`src/rtl/pipeline_hazard_ctrl.sv`:
```
// Hazard and flow-control unit for the 5-stage pipeline: produces stall/bubble
// controls for PC/FD/DE/EM, sequences multi-cycle execute ops, counts stalls and flushes.
module pipeline_hazard_ctrl #(
  parameter int REG_W      = 5,
  parameter int MULDIV_LAT = 4,
  parameter int CNT_W      = 16
) (
  input  logic             clk,
  input  logic             rst,
  input  logic [REG_W-1:0] fd_rs1,
  input  logic [REG_W-1:0] fd_rs2,
  input  logic             fd_use_rs1,
  input  logic             fd_use_rs2,
  input  logic [REG_W-1:0] de_rd,
  input  logic             de_is_load,
  input  logic             branch_taken,
  input  logic             mc_req,
  input  logic             imem_wait,
  input  logic             dmem_wait,
  output logic             pc_stall,
  output logic             fd_stall,
  output logic             fd_bubble,
  output logic             de_stall,
  output logic             de_bubble,
  output logic             em_stall,
  output logic             em_bubble,
  output logic             mc_done,
  output logic [CNT_W-1:0] stall_cnt,
  output logic [CNT_W-1:0] flush_cnt
);

  localparam int CW = $clog2(MULDIV_LAT) + 1;
  localparam logic [CW-1:0] CNT_LOAD = CW'(MULDIV_LAT - 1);

  localparam logic [0:0] S_RUN   = 1'b0;
  localparam logic [0:0] S_MULTI = 1'b1;

  logic [0:0]    state, state_nxt;
  logic [CW-1:0] cnt, cnt_nxt;
  logic          load_use;
  logic          flush;

  assign load_use = de_is_load && (de_rd != '0) &&
                    ((fd_use_rs1 && (fd_rs1 == de_rd)) ||
                     (fd_use_rs2 && (fd_rs2 == de_rd)));

  always_comb begin
    pc_stall  = 1'b0;
    fd_stall  = 1'b0;
    fd_bubble = 1'b0;
    de_stall  = 1'b0;
    de_bubble = 1'b0;
    em_stall  = 1'b0;
    em_bubble = 1'b0;
    mc_done   = 1'b0;
    flush     = 1'b0;
    state_nxt = state;
    cnt_nxt   = cnt;
    if (rst) begin
      // Pipeline registers are cleared for as long as reset is held.
      fd_bubble = 1'b1;
      de_bubble = 1'b1;
      em_bubble = 1'b1;
    end else if (state == S_RUN) begin
      if (dmem_wait) begin
        pc_stall = 1'b1;
        fd_stall = 1'b1;
        de_stall = 1'b1;
        em_stall = 1'b1;
      end else if (branch_taken) begin
        fd_bubble = 1'b1;
        de_bubble = 1'b1;
        flush     = 1'b1;
      end else if (mc_req) begin
        pc_stall  = 1'b1;
        fd_stall  = 1'b1;
        de_stall  = 1'b1;
        em_bubble = 1'b1;
        cnt_nxt   = CNT_LOAD;
        state_nxt = S_MULTI;
      end else if (load_use) begin
        pc_stall  = 1'b1;
        fd_stall  = 1'b1;
        de_bubble = 1'b1;
      end else if (imem_wait) begin
        pc_stall  = 1'b1;
        fd_bubble = 1'b1;
      end
    end else begin
      // The latency countdown keeps running while the memory stage is frozen.
      if (cnt != '0) cnt_nxt = cnt - 1'b1;
      if (dmem_wait) begin
        pc_stall = 1'b1;
        fd_stall = 1'b1;
        de_stall = 1'b1;
        em_stall = 1'b1;
      end else if (cnt != '0) begin
        pc_stall  = 1'b1;
        fd_stall  = 1'b1;
        de_stall  = 1'b1;
        em_bubble = 1'b1;
      end else begin
        mc_done   = 1'b1;
        state_nxt = S_RUN;
      end
    end
  end

  always_ff @(posedge clk or posedge rst) begin
    if (rst) begin
      state <= S_RUN;
      cnt   <= '0;
    end else begin
      state <= state_nxt;
      cnt   <= cnt_nxt;
    end
  end

  always_ff @(posedge clk or posedge rst) begin
    if (rst) begin
      stall_cnt <= '0;
      flush_cnt <= '0;
    end else begin
      if (pc_stall && (stall_cnt != '1)) stall_cnt <= stall_cnt + 1'b1;
      if (flush && (flush_cnt != '1))    flush_cnt <= flush_cnt + 1'b1;
    end
  end

endmodule

```
`config.mk`:
```
export PLATFORM = sky130hd
export DESIGN_NAME = pipeline_hazard_ctrl
export DESIGN_NICKNAME = d
export VERILOG_FILES = /design/src/rtl/pipeline_hazard_ctrl.sv
export SDC_FILE = /design/constraint.sdc
export NUM_CORES = 1
export LEC_CHECK = 0
export BUFFER_PORTS_ARGS = -buffer_cell sky130_fd_sc_hd__buf_4
export CAP_MARGIN = 10
export CORE_MARGIN = 5
export CORE_UTILIZATION = 52
export DETAILED_ROUTE_END_ITERATION = 8
export GPL_ROUTABILITY_DRIVEN = 0
export PLACE_DENSITY = 0.8
export SYNTH_ARGS = -nofsm -noshare
export SYNTH_HDL_FRONTEND = slang
export SYNTH_SLANG_ARGS = --single-unit
export TNS_END_PERCENT = 100
```
`constraint.sdc`:
```
create_clock -name clk -period 2.4 [get_ports clk]
set_clock_uncertainty 0.1 [all_clocks]
set_input_delay 0.48 -clock clk [delete_from_list [all_inputs] [get_ports clk]]
set_output_delay 0.48 -clock clk [all_outputs]
set_load 0.01 [all_outputs]
```
After elaboration in Yosys (flattened, before gate mapping)
Cells that the tools add are included.
{ "classes": {"n_addsub": 3, "multipliers": 0, "n_div": 0, "n_lt_le_gt_ge": 0, "eq_ne": 7, "shift": 0, "mux": 51, "bitwise": 1, "reduce_logical": 11} }
{ "op_table": {"columns": ["cell", "n"], "rows": [
  ["two-way mux 1 bit", 46],
  ["adder 16 x 1 -> 16 bit (second input constant)", 2],
  ["!= test 16 bit (second input constant)", 2],
  ["two-way mux 3 bit", 5],
  ["equality test 5 bit", 2],
  ["logical AND 1 bit", 6],
  ["!= test 2 x 1 -> 1 bit (second input constant)", 3],
  ["AND reduction 5 bit", 1],
  ["nonzero test 5 bit", 1],
  ["nonzero test 3 bit", 1],
  ["subtractor 3 x 1 -> 3 bit (second input constant)", 1],
  ["nonzero test 2 bit", 1],
  ["logical OR 1 bit", 1],
  ["inverter 1 bit", 1]
]} }
{ "word_totals": {"register_bits": 36, "latchBits": 0, "ramBits": 0, "mem_bits_ro": 0, "in_bits": 24, "output_inout_bits": 40, "mem_count": 0} }

Depth between registers and ports, before layout
Gate-level depths: netlist of run 1.
{ "depth": {"ltp_word": 11, "ltp_mapped": 9, "mapped_depth_nobuf": 8} }

Worst setup path before layout of run 1
No wires, ideal clock.
{ "synth_path": {"path_type": "input to register", "startpoint": "input port rst", "endpoint": "register flush_cnt[6]", "setup_ns": 0.126, "arrival_ns": 2.136, "slack_ns": 0.039, "cell_stages": 6, "n_path_buf": 2, "path_cell_list": "inv_1 > and4_1 > buf_2 > buf_4 > nand4_1 > xnor2_1"} }
{ "synth_via": {"elab_chain_cells": 2} }
{ "synth_rtl": {"columns": ["item", "line", "rtl"], "rows": [
  ["start, declared", "9", "input logic rst,"],
  ["two-way mux 1 bit", "59", "if (rst) begin"],
  ["logical AND 1 bit", "125", "if (flush && (flush_cnt != '1)) flush_cnt <= flush_cnt + 1'b1;"],
  ["end signal, assigned", "125", null],
  ["end, declared", "29", "output logic [CNT_W-1:0] flush_cnt"]
]} }
Every way passes these cells.
A chain may end at the register's enable or synchronous reset.

Final worst setup path of run 1
{ "layout_path": {"startpoint": "input port de_rd[1]", "endpoint": "output port pc_stall"} }
{ "layout_via": {"elab_chain_cells": 10, "word_cells_on_any_way": 14, "cone_classes": "eq/ne: 2; mux: 6; reduce/logical: 6"} }
{ "layout_rtl": {"columns": ["item", "line", "rtl"], "rows": [
  ["start, declared", "14", "input logic [REG_W-1:0] de_rd,"],
  ["equality test 5 bit, on equally long branches", "44, 45", null],
  ["logical AND 1 bit, on equally long branches", "44, 45", null],
  ["logical OR 1 bit", "44", "((fd_use_rs1 && (fd_rs1 == de_rd)) ||"],
  ["logical AND 1 bit (*)", "43", "assign load_use = de_is_load && (de_rd != '0) &&"],
  ["two-way mux 1 bit (*)", "81", "end else if (load_use) begin"],
  ["two-way mux 1 bit (*)", "74", "end else if (mc_req) begin"],
  ["two-way mux 1 bit (*)", "70", "end else if (branch_taken) begin"],
  ["two-way mux 1 bit (*)", "65", "if (dmem_wait) begin"],
  ["two-way mux 1 bit (*)", "64", "end else if (state == S_RUN) begin"],
  ["two-way mux 1 bit (*)", "59", null],
  ["end, declared", "20", "output logic pc_stall,"]
]} }
Mark *: on every way between the ends. The rest lies on a longest branch, timed or not.

==> run summary, run 1 <==
CP endpoint kind: primary output
final setup violation count: 0
first-pass GRT wire length: 8270 um
CTS tree: built
Hold WS: 0.0574 ns
Post-Synth Simple-Gate Area: 21.9%
Worst Path Max Fanout: 4
post-synthesis sequential area ratio: 41.9%
VDD IR max: 729 uV
register bit total from synthesis: 36
Maximum Capacitance Violations: 0
achievable frequency: 425 MHz
Max-slew headroom: 70.9%
wire length per cell: 14.4 um
CTS buffer count: 5
Yosys warning count: 0
RR Startpoint: cnt[1]
Area growth, synth to finish: 36.3%
Slew Viols, Final: 0
drt pass-1 iters: 4
Hold Crit Class: input port to asynchronous set/reset pin
Worst Reg-to-Reg Cells: 9
share of layout cells above drive strength 1: 39.4%
reg-to-reg slack, setup: 0.18 ns
PortBufs: 63
Leakage: 1.33 nW
Placeable Area: 0.00400 sq mm
Min Clock Period, post-route: 2.35 ns
Synth area leaders: dfrtp_1 (42%), xnor2_1 (11%), a2111oi_4 (3.8%), xor2_1 (3.7%), nand3_1 (3.0%)
post-synthesis average cell area: 10.4 sq um
synthesized instance count: 207
dpl ws: -0.0291 ns
Nets: 314
Synth Net Count: 235
Longest Clk Path Bufs: 2
Clock Tree Root: clkbuf_8
Clock Latency Late Sink: 0.29 ns
mux cell area share after synthesis: 2.62%
Placed Area: 0.00274 sq mm
data required time of the worst path: 1.82 ns
CP arrival: 1.77 ns
final cell count without fillers: 337
critical path class: input port to primary output
grt total ovfl: 0
R2R Path End: stall_cnt[7]
average via count per standard cell: 5.27
synth unique cells: 44
post-placement cell count: 325
Initial Utilization: 53.7%
final setup margin: 0.0495 ns
fin area: 0.00293 sq mm
area leader, netlist: dfrtp_1
antenna diode instance count: 0
Die Y: 74.3 um
Cell Rows: 23
GR Util All Layers: 19.2%
drt total wl: 4870 um
1st-iter DRT viols: 42
Post-Synth XOR/XNOR Area: 15.1%
CTS sink count: 36
IO Count: 64
Die ar.: 0.00552 sq mm
power per cell area: 734 mW/mm^2
H-Tree Level Count: 2
Power, Total: 2.15 mW
startpoint class of the critical path: input port
Adder-Cell Fraction of Synth Area: 2.33%
FFs w/ async S/R, synth: 100%
FILL cells: 309
largest family of logic cells by synthesized area: simple AND/OR/NAND/NOR gates
vias in the first global route: 1828
outcome: finished clean
CTS Hold Bufs: 0
Final Hold Viols: 0
Final Cycle Share: 97.9%
Main synth FF type: dfrtp_1
initial antenna violation count: 0
Residual DRC: 0
worst slew pin tran: 0.437 ns
synthesized area: 0.00215 sq mm
Synth top area share: 41.9%
hpwl dp: 3610 um
Die X: 74.3 um
Post-synth EDFFs: 0
Post-DRT Antenna Nets: 0
largest net degree at the start of global routing: 35
clk slew on worst S/H paths: 0.07 ns
Vias: 1776
post-synthesis compound-gate area fraction: 12.9%
## cells by family (layout without fill, tap and decap cells)
| family | after synthesis | after routing |
|---|---|---|
| multiplexers | 5 | 5 |
| AND/OR/NAND/NOR | 84 | 84 |
| adder cells (fa/ha/maj) | 4 | 4 |
| XOR/XNOR | 37 | 37 |
| AO/OA/AOI/OAI | 27 | 27 |
| buffers and inverters | 14 | 94 |
| flip-flops | 36 | 36 |
## worst max path at each step
| stage | from | end | slack (ns) |
|---|---|---|---|
| floorplan | rst | flush_cnt[6] | 0.04 |
| global route | de_rd[1] | fd_bubble | -0.003 |
| finish | de_rd[1] | pc_stall | 0.05 |
| global placement | de_rd[1] | fd_bubble | -0.01 |
| CTS | cnt[1] | pc_stall | 0.0002 |
| detailed placement | de_rd[1] | fd_bubble | -0.03 |
## flip-flops by register name, summed over array words and instances, names as in the netlist
| signal | flops |
|---|---|
| flush_cnt | 16 |
| stall_cnt | 16 |
| cnt | 3 |
| state | 1 |
## cell usage after synthesis, drive strengths merged (5+ instances only)
| master | count |
|---|---|
| nand3 | 14 |
| xor2 | 9 |
| a21oi | 9 |
| nand4 | 9 |
| a2111oi | 6 |
| nor2 | 12 |
| nand2 | 15 |
| and3 | 8 |
| xnor2 | 28 |
| nor3 | 9 |
| dfrtp | 36 |
| buf | 5 |
| inv | 8 |
| mux2 | 5 |
## layer usage
metal	global-route usage [%]	vias up	wire [um]
li1	-	894	-
met1	25.3	832	2150
met2	31.0	45	2280
met3	3.92	5	378
met4	7.51	0	55
met5	0	-	0
## stage by stage
stage	TNS, ns	utilization (%)
after floorplan	0	-
after global placement	-0.0140	68.5
after detailed placement	-0.0370	68.5
after CTS	0	72.3
after global routing	-0.00273	73.3
final	0	73.3
## timing repair
| item | in CTS | in global routing |
|---|---|---|
| endpoints found under the setup margin | 2 | 2 |
| resized for setup | 7 | 7 |
| pin swaps | 3 | 1 |
| buffers inserted | 2 | 2 |
## report_power, final
group	switching [mW]	internal, mW
logic	0.365	0.396
registers	0.132	0.735
clock network	0.214	0.308
total	0.712	1.44
## critical path, stage by stage
cell and delay (ns):
buf_4 0.12, or4_4 0.53, o21a_4 0.23, a31oi_2 0.21, inv_1 0.06, buf_4 0.14
## layout by cell type (no fill, tap or decap), drive strengths merged, types with 8 or more instances in the layout
cell type  Yosys  layout
dfrtp         36      36
xor2           9       9
nand3         14      14
xnor2         28      28
nor3           9       9
inv            8       8
nand2         15      15
nand4          9       9
and3           8       8
nor2          12      12
buf            5      78
a21oi          9       9
## area by class of cell
class	instances	area, sq um	share of cell area (%)
Clock inverter	2	35.0	1.20
Sequential cell	36	901	30.7
Inverter	8	30.0	1.02
Multi-Input combinational cell	157	1230	42.0
Tap cell	50	62.6	2.13
Timing Repair Buffer	78	598	20.4
Clock buffer	6	72.6	2.48
Power figures use the tool's default switching activity.
==> run 2, diff against run 1 <==
- CORE_UTILIZATION: 52 -> 53
- CTS_BUF_LIST: default -> sky130_fd_sc_hd__clkbuf_8
- PLACE_DENSITY: 0.8 -> 0.82
- RECOVER_POWER: default -> 100
==> run summary, run 2 (synthesis results as in run 1) <==
outcome: finished clean (unchanged)
multi-input combinational cell area: 0.00125 sq mm (was 0.00123 sq mm)
fin area: 0.00294 sq mm (was 0.00293 sq mm)
wire length per cell: 14.4 um (about the same)
grt total ovfl: 0 (unchanged)
GR Util All Layers: 18.7% (was 19.2%)
dpl ws: -0.0413 ns (was -0.0291 ns)
Area growth, synth to finish: 36.6% (was 36.3%)
power per cell area: 735 mW/mm^2 (was 734 mW/mm^2)
Placeable Area: 0.00397 sq mm (was 0.00400 sq mm)
CTS Hold Bufs: 0 (unchanged)
highest-count cells in the layout ignoring fill and taps: buf_4 (73), dfrtp_1 (36), xnor2_1 (28), nand2_1 (14), nand3_1 (13) (was buf_4 (77), dfrtp_1 (36), xnor2_1 (28), nand3_1 (13), nand2_1 (13))
Clock Tree Root: clkbuf_8 (unchanged)
clk slew on worst S/H paths: 0.07 ns (about the same)
drt total wl: 4830 um (was 4870 um)
critical path class: input port to primary output (unchanged)
Cell Rows: 23 (unchanged)
final cell count without fillers: 335 (was 337)
startpoint class of the critical path: input port (unchanged)
Hold WS: 0.105 ns (was 0.0574 ns)
Final Hold Viols: 0 (unchanged)
Placed Area: 0.00272 sq mm (was 0.00274 sq mm)
vias in the first global route: 1765 (was 1828)
Leakage: 1.33 nW (about the same)
Nets: 312 (was 314)
Initial Utilization: 54.1% (was 53.7%)
PortBufs: 63 (unchanged)
Longest Clk Path Bufs: 2 (unchanged)
commonest non-fill, non-tap cell in the layout: buf_4 (unchanged)
final setup violation count: 0 (unchanged)
Vias: 1799 (was 1776)
Min Clock Period, post-route: 2.38 ns (was 2.35 ns)
hpwl dp: 3600 um (was 3610 um)
H-Tree Level Count: 2 (unchanged)
Final Cycle Share: 99.0% (was 97.9%)
CP arrival: 1.80 ns (was 1.77 ns)
share of layout cells above drive strength 1: 38.6% (was 39.4%)
antenna diode instance count: 0 (unchanged)
Slew Viols, Final: 0 (unchanged)
worst slew pin tran: 0.729 ns (was 0.437 ns)
VDD IR max: 671 uV (was 729 uV)
data required time of the worst path: 1.82 ns (about the same)
Die ar.: 0.00543 sq mm (was 0.00552 sq mm)
Die X: 73.7 um (was 74.3 um)
Hold Crit Class: input port to asynchronous set/reset pin (unchanged)
drt pass-1 iters: 6 (was 4)
RSZ-0062 raised after global routing: yes
Power, Total: 2.16 mW (was 2.15 mW)
1st-iter DRT viols: 82 (was 42)
Worst Path Max Fanout: 4 (unchanged)
CP endpoint kind: primary output (unchanged)
IO Count: 64 (unchanged)
first-pass GRT wire length: 7960 um (was 8270 um)
FILL cells: 314 (was 309)
CTS sink count: 36 (unchanged)
average via count per standard cell: 5.37 (was 5.27)
Maximum Capacitance Violations: 0 (unchanged)
initial antenna violation count: 0 (unchanged)
Reg area: 901 sq um (unchanged)
final setup margin: 0.0240 ns (was 0.0495 ns)
Die Y: 73.7 um (was 74.3 um)
Residual DRC: 0 (unchanged)
CTS buffer count: 5 (unchanged)
largest net degree at the start of global routing: 32 (was 35)
achievable frequency: 421 MHz (was 425 MHz)
Max-slew headroom: 51.4% (was 70.9%)
Post-DRT Antenna Nets: 0 (unchanged)
Clock Latency Late Sink: 0.29 ns (about the same)
top flop regs: flush_cnt x16, stall_cnt x16, cnt x3 (unchanged)
post-placement cell count: 322 (was 325)
CTS tree: built (unchanged)
## run 2: metal layers
layer | global-route usage, % | vias to the layer above | wire length, um
met4 | 6.44 | 0 | 79
met1 | 24.1 | 843 | 2150
li1 | - | 889 | -
met5 | 0 | - | 0
met2 | 30.1 | 59 | 2240
met3 | 5.20 | 8 | 354
## run 2: final cells by class
class,instances,share of cell area [%]
clock inverter,3,1.32
multi-input combinational,157,42.6
clock buffer,5,2.34
inverter,8,1.02
tap,50,2.13
sequential,36,30.7
timing repair buffer,76,19.9
## run 2: final timing paths
check,start,to,slack [ns],cells after the start
hold / removal,rst,state,0.10,2
setup reg to reg,cnt[0],stall_cnt[14],0.17,8
min in group clk,stall_cnt[4],stall_cnt[4],0.39,1
setup / recovery,de_rd[1],fd_bubble,0.02,7
hold reg to reg,stall_cnt[4],stall_cnt[4],0.39,1
max in group asynchronous,rst,stall_cnt[3],1.10,3
## run 2: repair_timing
item                                    4_1_cts  5_1_grt
pin swaps                                     3        5
hold endpoints to repair                      0        0
endpoints found under the setup margin        2        2
buffers inserted                              1        4
resized for setup                             9        7
## run 2: critical path: stages
cell and delay, ns:
buf_4 0.12, or4_4 0.53, o21a_4 0.24, nand2_4 0.08
nand2_1 0.06, a21oi_2 0.14, buf_4 0.13
## run 2: through the flow
step / utilization (%) / setup TNS, ns
6_report: 73.9 / 0
5_1_grt: 73.9 / -0.0191
4_1_cts: 72.4 / 0
3_5_place_dp: 68.5 / -0.0413
3_3_place_gp: 68.5 / 0
2_1_floorplan: - / 0
## run 2: where the power goes
part / switching [mW] / internal (mW) / total, mW
clock: 0.210 / 0.304 / 0.513
combinational: 0.360 / 0.403 / 0.763
sequential: 0.146 / 0.735 / 0.880
==> run 3, diff against run 2 <==
- ABC_AREA: default -> 1
- CORE_UTILIZATION: 53 -> 54
==> run summary, run 3 <==
outcome: finished clean (unchanged)
top cells by count, synth: nand2_1 (99), dfrtp_1 (36), inv_1 (36), nand3_1 (32), nor2_1 (31) (was dfrtp_1 (36), xnor2_1 (28), nand2_1 (15), nand3_1 (13), nor2_1 (12))
CP arrival: 1.62 ns (was 1.80 ns)
Nets: 406 (was 312)
Clock Latency Late Sink: 0.29 ns (about the same)
Max-slew headroom: 32.2% (was 51.4%)
multi-input combinational cell area: 0.00114 sq mm (was 0.00125 sq mm)
Hold WS: 0.304 ns (was 0.105 ns)
RSZ-0062 raised after global routing: no (was yes)
worst slew pin tran: 1.02 ns (was 0.729 ns)
Synth top area share: 39.9% (was 41.9%)
CTS sink count: 36 (unchanged)
post-placement cell count: 421 (was 322)
wire length on met2: 2430 um (was 2240 um)
wire length per cell: 11.4 um (was 14.4 um)
Final Cycle Share: 91.6% (was 99.0%)
setup TNS: 0 ns (unchanged)
grt total ovfl: 0 (unchanged)
post_cts resized: 0 (was 9)
Residual DRC: 0 (unchanged)
PortBufs: 63 (unchanged)
Min Clock Period, post-route: 2.20 ns (was 2.38 ns)
VDD IR max: 401 uV (was 671 uV)
post-synthesis average cell area: 7.31 sq um (was 10.4 sq um)
CP endpoint kind: primary output (unchanged)
final setup violation count: 0 (unchanged)
Post-synth EDFFs: 0 (unchanged)
clk slew on worst S/H paths: 0.08 ns (was 0.07 ns)
CTS Hold Bufs: 0 (unchanged)
Pint: 1.12 mW (was 1.44 mW)
FILL cells: 398 (was 314)
drt total wl: 4890 um (was 4830 um)
drt pass-1 iters: 4 (was 6)
Yosys warning count: 0 (unchanged)
H-Tree Level Count: 2 (unchanged)
Reg area: 901 sq um (unchanged)
share of layout cells above drive strength 1: 12.9% (was 38.6%)
antenna diode instance count: 0 (unchanged)
CTS buffer count: 5 (unchanged)
largest net degree at the start of global routing: 20 (was 32)
1st-iter DRT viols: 128 (was 82)
Die X: 74.7 um (was 73.7 um)
commonest non-fill, non-tap cell in the layout: nand2_1 (was buf_4)
clock network fraction of design power: 24.0% (was 23.8%)
Worst Path Max Fanout: 8 (was 4)
final core occ: 67.1% (was 73.9%)
Initial Utilization: 56.1% (was 54.1%)
Vias: 2138 (was 1799)
Cell Rows: 23 (unchanged)
initial antenna violation count: 0 (unchanged)
Die ar.: 0.00558 sq mm (was 0.00543 sq mm)
final cell count without fillers: 429 (was 335)
Post-DRT Antenna Nets: 0 (unchanged)
CTS tree: built (unchanged)
Hold Crit Class: input port to asynchronous set/reset pin (unchanged)
power per cell area: 655 mW/mm^2 (was 735 mW/mm^2)
top layer in use: met4 (unchanged)
vias in the first global route: 1986 (was 1765)
Comb pwr share: 30.5% (was 35.4%)
Slew Viols, Final: 0 (unchanged)
Synth area leaders: dfrtp_1 (40%), nand2_1 (16%), nand3_1 (7.1%), inv_1 (6.0%), xor2_1 (5.8%) (was dfrtp_1 (42%), xnor2_1 (11%), a2111oi_4 (3.8%), xor2_1 (3.7%), nand3_1 (3.0%))
Longest Clk Path Bufs: 2 (unchanged)
Psw: 0.648 mW (was 0.715 mW)
IO Count: 64 (unchanged)
hpwl dp: 3840 um (was 3600 um)
Flop pwr share: 45.5% (was 40.8%)
Main synth FF type: dfrtp_1 (unchanged)
startpoint class of the critical path: flip-flop (was input port)
Final Hold Viols: 0 (unchanged)
top flop regs: flush_cnt x16, stall_cnt x16, cnt x3 (unchanged)
FFs w/ async S/R, synth: 100% (unchanged)
Area growth, synth to finish: 19.7% (was 36.6%)
Leakage: 1.46 nW (was 1.33 nW)
critical path class: flip-flop to primary output (was input port to primary output)
synthesized instance count: 309 (was 207)
Synth Net Count: 337 (was 235)
GR Util All Layers: 19.0% (was 18.7%)
Clock Tree Root: clkbuf_8 (unchanged)
average via count per standard cell: 4.98 (was 5.37)
sw frac: 36.6% (was 33.2%)
Placeable Area: 0.00403 sq mm (was 0.00397 sq mm)
Power, Total: 1.77 mW (was 2.16 mW)
highest-count cells in the layout ignoring fill and taps: nand2_1 (100), clkbuf_1 (41), inv_1 (36), dfrtp_1 (36), nor2_1 (33) (was buf_4 (73), dfrtp_1 (36), xnor2_1 (28), nand2_1 (14), nand3_1 (13))
post-CTS setup buffer count: 0 (was 1)
register bit total from synthesis: 36 (unchanged)
wl on met1: 2020 um (was 2150 um)
most frequent cell after synthesis: nand2_1 (was dfrtp_1)
synthesized area: 0.00226 sq mm (was 0.00215 sq mm)
achievable frequency: 455 MHz (was 421 MHz)
synth unique cells: 27 (was 44)
met3 WL: 396 um (was 354 um)
post-synthesis sequential area ratio: 39.9% (was 41.9%)
first-pass GRT wire length: 8240 um (was 7960 um)
Maximum Capacitance Violations: 0 (unchanged)
data required time of the worst path: 1.82 ns (about the same)
area leader, netlist: dfrtp_1 (unchanged)
Die Y: 74.7 um (was 73.7 um)
[run 3: cell types whose count changed in the layout (fill, tap and decap cells not counted), moves of 4 or more]
cell      before  now
nand2_1       14  100
buf_4         73   26
clkbuf_1       0   41
inv_1          7   36
nor2_1        11   33
nand3_1       13   32
xnor2_1       28   11
and3_1         8    0
xor2_1         9   15
nand4_1        9    4
a21oi_1        8    4
[run 3: logic make-up after synthesis]
| family | count (synthesis) | share of synthesized area, % |
|---|---|---|
| AO/OA/AOI/OAI | 11 | 2.55 |
| flip-flops | 36 | 39.9 |
| AND/OR/NAND/NOR | 184 | 36.2 |
| multiplexers | 1 | 0.499 |
| XOR/XNOR | 26 | 10.1 |
| adder cells (fa/ha/maj) | 4 | 2.22 |
| buffers and inverters | 47 | 8.53 |
[run 3: path summary, 6_finish.rpt]
path                                  to  slack (ns)    startpoint  depth (start not counted)
setup / recovery                pc_stall        0.20         state                          9
hold / removal                    cnt[2]        0.30           rst                          3
setup reg to reg           stall_cnt[15]        0.22  stall_cnt[0]                          9
hold reg to reg                   cnt[1]        0.36         state                          1
max in group asynchronous   stall_cnt[1]        0.99           rst                          3
min in group clk                  cnt[1]        0.36         state                          1
[run 3: layer usage]
metal	vias to the layer above	GRT usage (%)
met3	5	6.28
li1	1099	-
met5	-	0
met2	59	34.5
met4	0	5.93
met1	975	20.9
[run 3: critical path, cell delays in order (launching register included)]
cell and delay [ns]:
dfrtp_1 0.38, inv_1 0.19, nand2_1 0.11, nor2_1 0.12, nor2_1 0.06, inv_1 0.08
nand2_1 0.07, nand2_1 0.09, nand2_2 0.08, buf_4 0.15
[run 3: layout make-up]
| class | instances | share of cell area [%] |
|---|---|---|
| tap | 50 | 2.31 |
| timing repair buffer | 67 | 12.9 |
| clock inverter | 3 | 0.694 |
| multi-input combinational | 226 | 42.3 |
| inverter | 42 | 5.88 |
| clock buffer | 5 | 2.55 |
| sequential | 36 | 33.3 |
[run 3: power groups by stage]
stage               Sequential [mW]  Clock, mW  Combinational, mW
finish                        0.805      0.425              0.540
global placement              0.815          0              0.600
CTS                           0.805      0.434              0.618
detailed placement            0.816          0              0.615
floorplan                     0.833          0              0.347
global route                  0.819      0.463              0.614
[run 3: metrics by stage]
step | area [sq um] | setup slack [ns]
after CTS | 2880 | 0.208
final | 2700 | 0.202
after detailed placement | 2790 | 0.349
after global placement | 2790 | 0.377
after floorplan | 2260 | 0.235
after global routing | 2700 | 0.0452
